--- src/rtl/vcap_pkg.sv ---
// Shared types and constants for the video capture line writer.
package vcap_pkg;

    localparam int unsigned VCAP_FIFO_DEPTH = 512;
    localparam int unsigned VCAP_PXL_W      = 12;
    localparam int unsigned VCAP_LINE_W     = 9;
    localparam int unsigned VCAP_CNT_W      = $clog2(VCAP_FIFO_DEPTH) + 1;
    localparam int unsigned VCAP_LEN_W      = 7;

    typedef enum logic [2:0] {
        S_IDLE,
        S_LATCH,
        S_REQ,
        S_XFER,
        S_DONE,
        S_GUARD
    } vcap_state_t;

endpackage

--- src/rtl/vcap_burst_split.sv ---
// Splits one line into bursts of at most BURST_LEN beats: tracks words left,
// word offset, beats left in the current burst, and the registered len/last.
module vcap_burst_split
    import vcap_pkg::*;
#(
    parameter int unsigned BURST_LEN = 8
) (
    input  logic                  clk,
    input  logic                  rst_n,
    input  logic                  load,
    input  logic [VCAP_CNT_W-1:0] words,
    input  logic                  start,
    input  logic                  beat,
    output logic [VCAP_LEN_W-1:0] len,
    output logic                  last,
    output logic [VCAP_CNT_W-1:0] offset,
    output logic                  done
);

    logic [VCAP_CNT_W-1:0] rem;
    logic [VCAP_CNT_W-1:0] rem_n;
    logic [VCAP_CNT_W-1:0] off_n;
    logic [VCAP_LEN_W-1:0] brem;
    logic [VCAP_LEN_W-1:0] brem_n;
    logic [VCAP_LEN_W-1:0] len_n;

    function automatic logic [VCAP_LEN_W-1:0] clip_len(input logic [VCAP_CNT_W-1:0] n);
        return (n >= VCAP_CNT_W'(BURST_LEN)) ? VCAP_LEN_W'(BURST_LEN) : VCAP_LEN_W'(n);
    endfunction

    // Next counter values: load a new line, arm a burst, or consume a beat.
    always_comb begin
        rem_n  = rem;
        off_n  = offset;
        brem_n = brem;
        len_n  = len;
        if (load) begin
            rem_n  = words;
            off_n  = '0;
            brem_n = '0;
            len_n  = clip_len(words);
        end else if (start) begin
            brem_n = len;
        end else if (beat) begin
            rem_n  = rem - VCAP_CNT_W'(1);
            off_n  = offset + VCAP_CNT_W'(1);
            brem_n = brem - VCAP_LEN_W'(1);
            if (brem == VCAP_LEN_W'(1)) begin
                len_n = clip_len(rem_n);
            end
        end
    end

    // Line is finished once the beat being accepted leaves nothing behind.
    assign done = (rem_n == '0);

    // Counter and output registers.
    always_ff @(posedge clk or negedge rst_n) begin
        if (!rst_n) begin
            rem    <= '0;
            offset <= '0;
            brem   <= '0;
            len    <= '0;
            last   <= 1'b0;
        end else begin
            rem    <= rem_n;
            offset <= off_n;
            brem   <= brem_n;
            len    <= len_n;
            last   <= (brem_n == VCAP_LEN_W'(1));
        end
    end

endmodule

--- src/rtl/vcap_line_writer.sv ---
// Drains one captured line from the line FIFO into frame memory as bursts.
// Optional feature macro: VCAP_DBUF_EN (double-buffered frames).
module vcap_line_writer
    import vcap_pkg::*;
#(
    parameter int unsigned BURST_LEN   = 8,
    parameter int unsigned ADDR_W      = 22,
    parameter int unsigned STRIDE_LOG2 = 9
) (
    input  logic                   i_ram_clk,
    input  logic                   i_reset_n,
    input  logic                   i_fifo_active,
    input  logic [VCAP_LINE_W-1:0] i_fifo_line,
    input  logic [VCAP_PXL_W-1:0]  i_fifo_data,
    input  logic [11:0]            i_x_size,
    input  logic [ADDR_W-1:0]      i_frame_base,
    output logic                   o_fifo_next,
    output logic                   o_fifo_reset,
    output logic                   o_wr_req,
    input  logic                   i_wr_gnt,
    output logic [ADDR_W-1:0]      o_wr_addr,
    output logic [6:0]             o_wr_len,
    output logic                   o_wr_valid,
    input  logic                   i_wr_ready,
    output logic [15:0]            o_wr_data,
    output logic                   o_wr_last,
    output logic                   o_busy,
    output logic                   o_frame_buf,
    output logic [7:0]             o_ovf_cnt
);

    vcap_state_t            state;
    logic [VCAP_LINE_W-1:0] line_q;
    logic [ADDR_W-1:0]      base_q;
    logic [ADDR_W-1:0]      line_base_c;
    logic [VCAP_CNT_W-1:0]  words_c;
    logic [VCAP_CNT_W-1:0]  split_off;
    logic                   split_done;
    logic                   beat;
    logic                   buf_n;

    assign beat        = o_wr_valid & i_wr_ready;
    assign o_fifo_next = beat;
    assign o_wr_data   = o_wr_valid ? {4'b0, i_fifo_data} : 16'h0000;
    assign words_c     = (i_x_size >= 12'(VCAP_FIFO_DEPTH - 1)) ? VCAP_CNT_W'(VCAP_FIFO_DEPTH)
                                                                 : VCAP_CNT_W'(i_x_size + 12'd1);
    assign line_base_c = i_frame_base
                       + (ADDR_W'(buf_n) << (STRIDE_LOG2 + 9))
                       + (ADDR_W'(i_fifo_line) << STRIDE_LOG2);

`ifdef VCAP_DBUF_EN
    logic buf_q;

    assign buf_n       = buf_q ^ (i_fifo_line == '0);
    assign o_frame_buf = buf_q;

    // Flip frame buffer whenever a new frame (line 0) starts.
    always_ff @(posedge i_ram_clk or negedge i_reset_n) begin
        if (!i_reset_n) begin
            buf_q <= 1'b0;
        end else if (state == S_LATCH) begin
            buf_q <= buf_n;
        end
    end
`else
    assign buf_n       = 1'b0;
    assign o_frame_buf = 1'b0;
`endif

    vcap_burst_split #(
        .BURST_LEN(BURST_LEN)
    ) u_split (
        .clk   (i_ram_clk),
        .rst_n (i_reset_n),
        .load  (state == S_LATCH),
        .words (words_c),
        .start ((state == S_REQ) && i_wr_gnt),
        .beat  (beat),
        .len   (o_wr_len),
        .last  (o_wr_last),
        .offset(split_off),
        .done  (split_done)
    );

    // Line sequencer with registered handshake outputs.
    always_ff @(posedge i_ram_clk or negedge i_reset_n) begin
        if (!i_reset_n) begin
            state        <= S_IDLE;
            line_q       <= '0;
            base_q       <= '0;
            o_wr_addr    <= '0;
            o_wr_req     <= 1'b0;
            o_wr_valid   <= 1'b0;
            o_fifo_reset <= 1'b0;
            o_busy       <= 1'b0;
            o_ovf_cnt    <= '0;
        end else begin
            case (state)
                S_IDLE: begin
                    if (i_fifo_active) begin
                        state  <= S_LATCH;
                        o_busy <= 1'b1;
                    end
                end
                S_LATCH: begin
                    line_q    <= i_fifo_line;
                    base_q    <= line_base_c;
                    o_wr_addr <= line_base_c;
                    o_wr_req  <= 1'b1;
                    state     <= S_REQ;
                end
                S_REQ: begin
                    if (i_wr_gnt) begin
                        o_wr_req   <= 1'b0;
                        o_wr_valid <= 1'b1;
                        state      <= S_XFER;
                    end
                end
                S_XFER: begin
                    if (beat) begin
                        o_wr_addr <= base_q + ADDR_W'(split_off) + ADDR_W'(1);
                        if (o_wr_last) begin
                            o_wr_valid <= 1'b0;
                            if (split_done) begin
                                o_fifo_reset <= 1'b1;
                                state        <= S_DONE;
                            end else begin
                                o_wr_req <= 1'b1;
                                state    <= S_REQ;
                            end
                        end
                    end
                end
                S_DONE: begin
                    o_fifo_reset <= 1'b0;
                    if ((i_fifo_line != line_q) && (o_ovf_cnt != 8'hFF)) begin
                        o_ovf_cnt <= o_ovf_cnt + 8'd1;
                    end
                    state <= S_GUARD;
                end
                S_GUARD: begin
                    o_busy <= 1'b0;
                    state  <= S_IDLE;
                end
                default: begin
                    state <= S_IDLE;
                end
            endcase
        end
    end

endmodule

--- config.mk ---
export PLATFORM = sky130hd
export DESIGN_NAME = vcap_line_writer
export DESIGN_NICKNAME = d
export VERILOG_FILES = /design/src/rtl/vcap_pkg.sv /design/src/rtl/vcap_burst_split.sv /design/src/rtl/vcap_line_writer.sv
export SDC_FILE = /design/constraint.sdc
export NUM_CORES = 1
export LEC_CHECK = 0
export ABC_CLOCK_PERIOD_IN_PS = 5350
export CAP_MARGIN = 20
export CELL_PAD_IN_SITES_DETAIL_PLACEMENT = 0
export CELL_PAD_IN_SITES_GLOBAL_PLACEMENT = 1
export CORE_AREA = 2 2 125 127
export CTS_BUF_LIST = sky130_fd_sc_hd__clkbuf_16
export CTS_CLUSTER_DIAMETER = 100
export DETAILED_ROUTE_END_ITERATION = 12
export DIE_AREA = 0 0 127 129
export GPL_TIMING_DRIVEN = 1
export PLACE_DENSITY = 0.9
export SYNTH_ARGS = -nofsm -noshare
export SYNTH_HDL_FRONTEND = slang
export SYNTH_SLANG_ARGS = --single-unit
--- constraint.sdc ---
create_clock -name i_ram_clk -period 5.35 [get_ports i_ram_clk]
set_clock_uncertainty 0.15 [all_clocks]
set_input_delay 1.605 -clock i_ram_clk [delete_from_list [all_inputs] [get_ports i_ram_clk]]
set_output_delay 1.605 -clock i_ram_clk [all_outputs]
set_load 0.02 [all_outputs]
==> impl_metrics.py <==
metrics = {
    "clock_network": {
        "clock-sinks": 103,
        "cts_tree": "done",
        "root_buffer": "clkbuf_16",
        "numCtsBuffers": 9,
        "hold_buffers": 0,
        "cts-htree-levels": 3,
        "clock_latency_ps": 360,
        "cts_max_path_buffers": 2,
        "clk_pin_slew_ps": 70,
        "cts_resized": 0,
        "post_cts.repair.setup_buffers": 0,
    },
    "min_path": {
        "hp-start": "o_wr_addr[4]",
        "holdPathEnd": "o_wr_addr[4]",
        "whs_path_depth": 2,
        "hold_class": "reg2reg",
    },
    "synthesis": {
        "ys_async_sr_fraction": 1.00,
        "ys_types": 71,
        "netlist_area_sq_um": 6380,
        "avgSynthCellArea_sq_um": 8.84,
        "yosys_warnings": 0,
        "ys_seq_area_frac": 0.404,
        "synthCells": 722,
        "yosys_register_bits": 103,
        "synthFlopType": "dfrtp_1",
        "synth_enable_flop_cells": 0,
    },
    "worst_setup_path": {
        "crit_fanout": 8,
        "arrival_ps": 3040,
        "critPathMaxStageDelay_ps": 620,
        "crit_path_end_kind": "output port",
        "reg2reg_from": "u_split.rem[0]",
        "ff2ff_path_depth": 9,
        "r2r_slack_ps": 1900,
        "crit_required_ps": 3600,
        "crit_path_frequent_cell": "clkdlybuf4s50_1",
        "critical_path_class": "in2out",
        "r2r_end": "state[1]",
        "cp-start-kind": "input port",
        "cp_slowest_cell": "clkdlybuf4s50_1",
        "crit_chain": "clkdlybuf4s50_1 -> nand2_1 -> inv_1 -> clkdlybuf4s50_1",
    },
    "power_and_ir_drop": {
        "seq_power_share": 0.370,
        "pwr-share-clk": 0.173,
        "totalPowerFinal_mw": 3.49,
        "peakVddDrop_mv": 0.201,
        "switching_share": 0.403,
        "powerDensity_nw_per_um2": 441,
        "p_leak_nw": 3.39,
        "pwr-share-comb": 0.457,
        "switchingPower_mw": 1.41,
        "p_int_mw": 2.09,
    },
    "floorplan": {
        "ios": 120,
        "initial_utilization": 0.426,
        "num_rows": 45,
        "chipWidth_um": 127,
        "dieArea_sq_um": 16400,
        "core_area_sq_um": 15000,
        "die_h_um": 129,
    },
    "sta": {
        "holdWs_ps": 334,
        "final.setup.tns_ps": 0,
        "slew_violations": 0,
        "setup_ws_ps": 552,
        "rsz0062_at_grt": "no",
        "tightest_slew_ps": 875,
        "fin_crit_sh": 0.897,
        "setup_violations": 0,
        "hold_violations": 0,
        "slew_headroom": 0.417,
        "min_period_ps": 4800,
        "clock.fmax_ghz": 0.208,
    },
    "outcome": {
        "status": "finished clean",
    },
    "detailed_routing": {
        "drc": 0,
        "viasPerCell": 5.39,
        "ant_nets": 0,
        "wl_mm": 16.0,
        "first_pass_iters": 5,
        "drtIter0Drc": 327,
        "routedWlPerCell_um": 15.8,
        "num_vias": 5461,
    },
    "global_route": {
        "grt.overflow.total": 0,
        "grt_pass1_vias": 5320,
        "grt_first_pass_wirelength_mm": 26.8,
        "grt.total_usage": 0.204,
        "grt_max_degree": 81,
        "antenna_found_initial": 1,
    },
    "placement": {
        "dp_hpwl_mm": 11.5,
        "dp.cells": 997,
        "pre_cts_ws_ps": 386,
        "port_buffers": 114,
        "gp_congestion": 0.810,
    },
    "run": {
        "maxCapViolCount": 0,
    },
    "layout": {
        "syn_to_final_growth_pct": 23.9,
        "n_antenna_cell": 0,
        "multiInputGateArea_sq_um": 3550,
        "fill_cells": 1404,
        "final_common_cell": "nand2_1",
        "regArea_sq_um": 2580,
        "instances_no_fill": 1014,
        "nets": 908,
        "most-common-layout-cells": "130 x nand2_1, 113 x clkdlybuf4s50_1, 103 x dfrtp_1",
        "drive_above_1_share": 0.0436,
    },
}
[how the worst max path moves through the flow]
| stage | start | to | cells past startpoint | slack (ps) |
|---|---|---|---|---|
| floorplan | i_x_size[0] | state[1] | 10 | 1460 |
| global placement | i_x_size[0] | state[1] | 9 | 480 |
| detailed placement | i_x_size[0] | o_wr_req | 9 | 390 |
| CTS | i_wr_ready | o_fifo_next | 4 | 550 |
| global route | i_wr_ready | o_fifo_next | 4 | 490 |
| finish | i_wr_ready | o_fifo_next | 4 | 550 |
[critical path: cells and delay by family]
family                 cells  cell delay, ps
and+or+nand+nor            1             160
buffers and inverters      3            1270
[metal layers]
layer / global-route usage / vias to the layer above / part of all wire
met5: 0 / - / 0.00081
met4: 0.0737 / 2 / 0.019
met3: 0.0403 / 23 / 0.042
met2: 0.327 / 123 / 0.47
met1: 0.276 / 2572 / 0.47
li1: - / 2741 / -
[area by class of cell]
class / instances / share of cell area
Multi-Input combinational cell: 566 / 0.449
Tap cell: 188 / 0.0297
Clock buffer: 9 / 0.0285
Clock inverter: 7 / 0.00427
Timing Repair Buffer: 121 / 0.153
Inverter: 20 / 0.00949
Sequential cell: 103 / 0.326
[per-stage QoR]
| stage | util | cell area, sq um |
|---|---|---|
| 3_5_place_dp | 0.509 | 7620 |
| 5_1_grt | 0.528 | 7910 |
| 6_report | 0.528 | 7910 |
| 3_3_place_gp | 0.509 | 7620 |
| 4_1_cts | 0.526 | 7880 |
| 2_1_floorplan | - | 6390 |
[flip-flops by register name, summed over array words and instances, names as in the netlist]
register / count
line_q: 9
state: 3
u_split.len: 7
u_split.rem: 10
base_q: 22
u_split.last: 1
o_fifo_reset: 1
o_ovf_cnt: 8
o_wr_req: 1
u_split.brem: 7
o_wr_addr: 22
o_busy: 1
u_split.offset: 10
o_wr_valid: 1
[power by group through the flow]
stage / registers [mW] / clock network [mW] / logic (mW)
CTS: 1.29 / 0.620 / 1.60
global placement: 1.30 / 0 / 1.58
detailed placement: 1.30 / 0 / 1.60
global route: 1.33 / 0.646 / 1.79
floorplan: 1.33 / 0 / 0.997
finish: 1.29 / 0.604 / 1.60
[kinds of logic after synthesis]
| logic type | after synthesis | synth area share |
|---|---|---|
| and+or+nand+nor | 307 | 0.240 |
| AOI/OAI and AO/OA | 152 | 0.152 |
| DFF | 103 | 0.404 |
| xor gates and xnor gates | 70 | 0.0961 |
| buffers and inverters | 57 | 0.0431 |
| adders and majority gates | 27 | 0.0553 |
| muxes | 5 | 0.00824 |
| other | 1 | 0.000588 |
[synthesized netlist by cell type (4+ instances only)]
cell	count	area share
a31oi_1	10	0.0098
nand2b_1	7	0.0069
or3_1	8	0.0078
buf_4	6	0.0071
o22ai_1	5	0.0049
o211ai_1	8	0.0094
and3_1	13	0.013
buf_2	7	0.0055
nor2b_1	6	0.0059
a21o_1	8	0.0094
xnor2_1	38	0.052
nand2_1	130	0.076
inv_1	20	0.012
dfrtp_1	103	0.40
nand3_1	19	0.015
nor3_1	9	0.0071
and4_1	5	0.0069
and2_1	16	0.016
ha_1	25	0.049
nor4_1	8	0.0078
a21oi_1	35	0.027
nor2_1	48	0.028
a211oi_1	11	0.013
nand4_1	16	0.016
clkbuf_1	18	0.011
o21ai_0	43	0.034
xor2_1	32	0.044
buf_6	4	0.0071
Power figures use the tool's default switching activity.
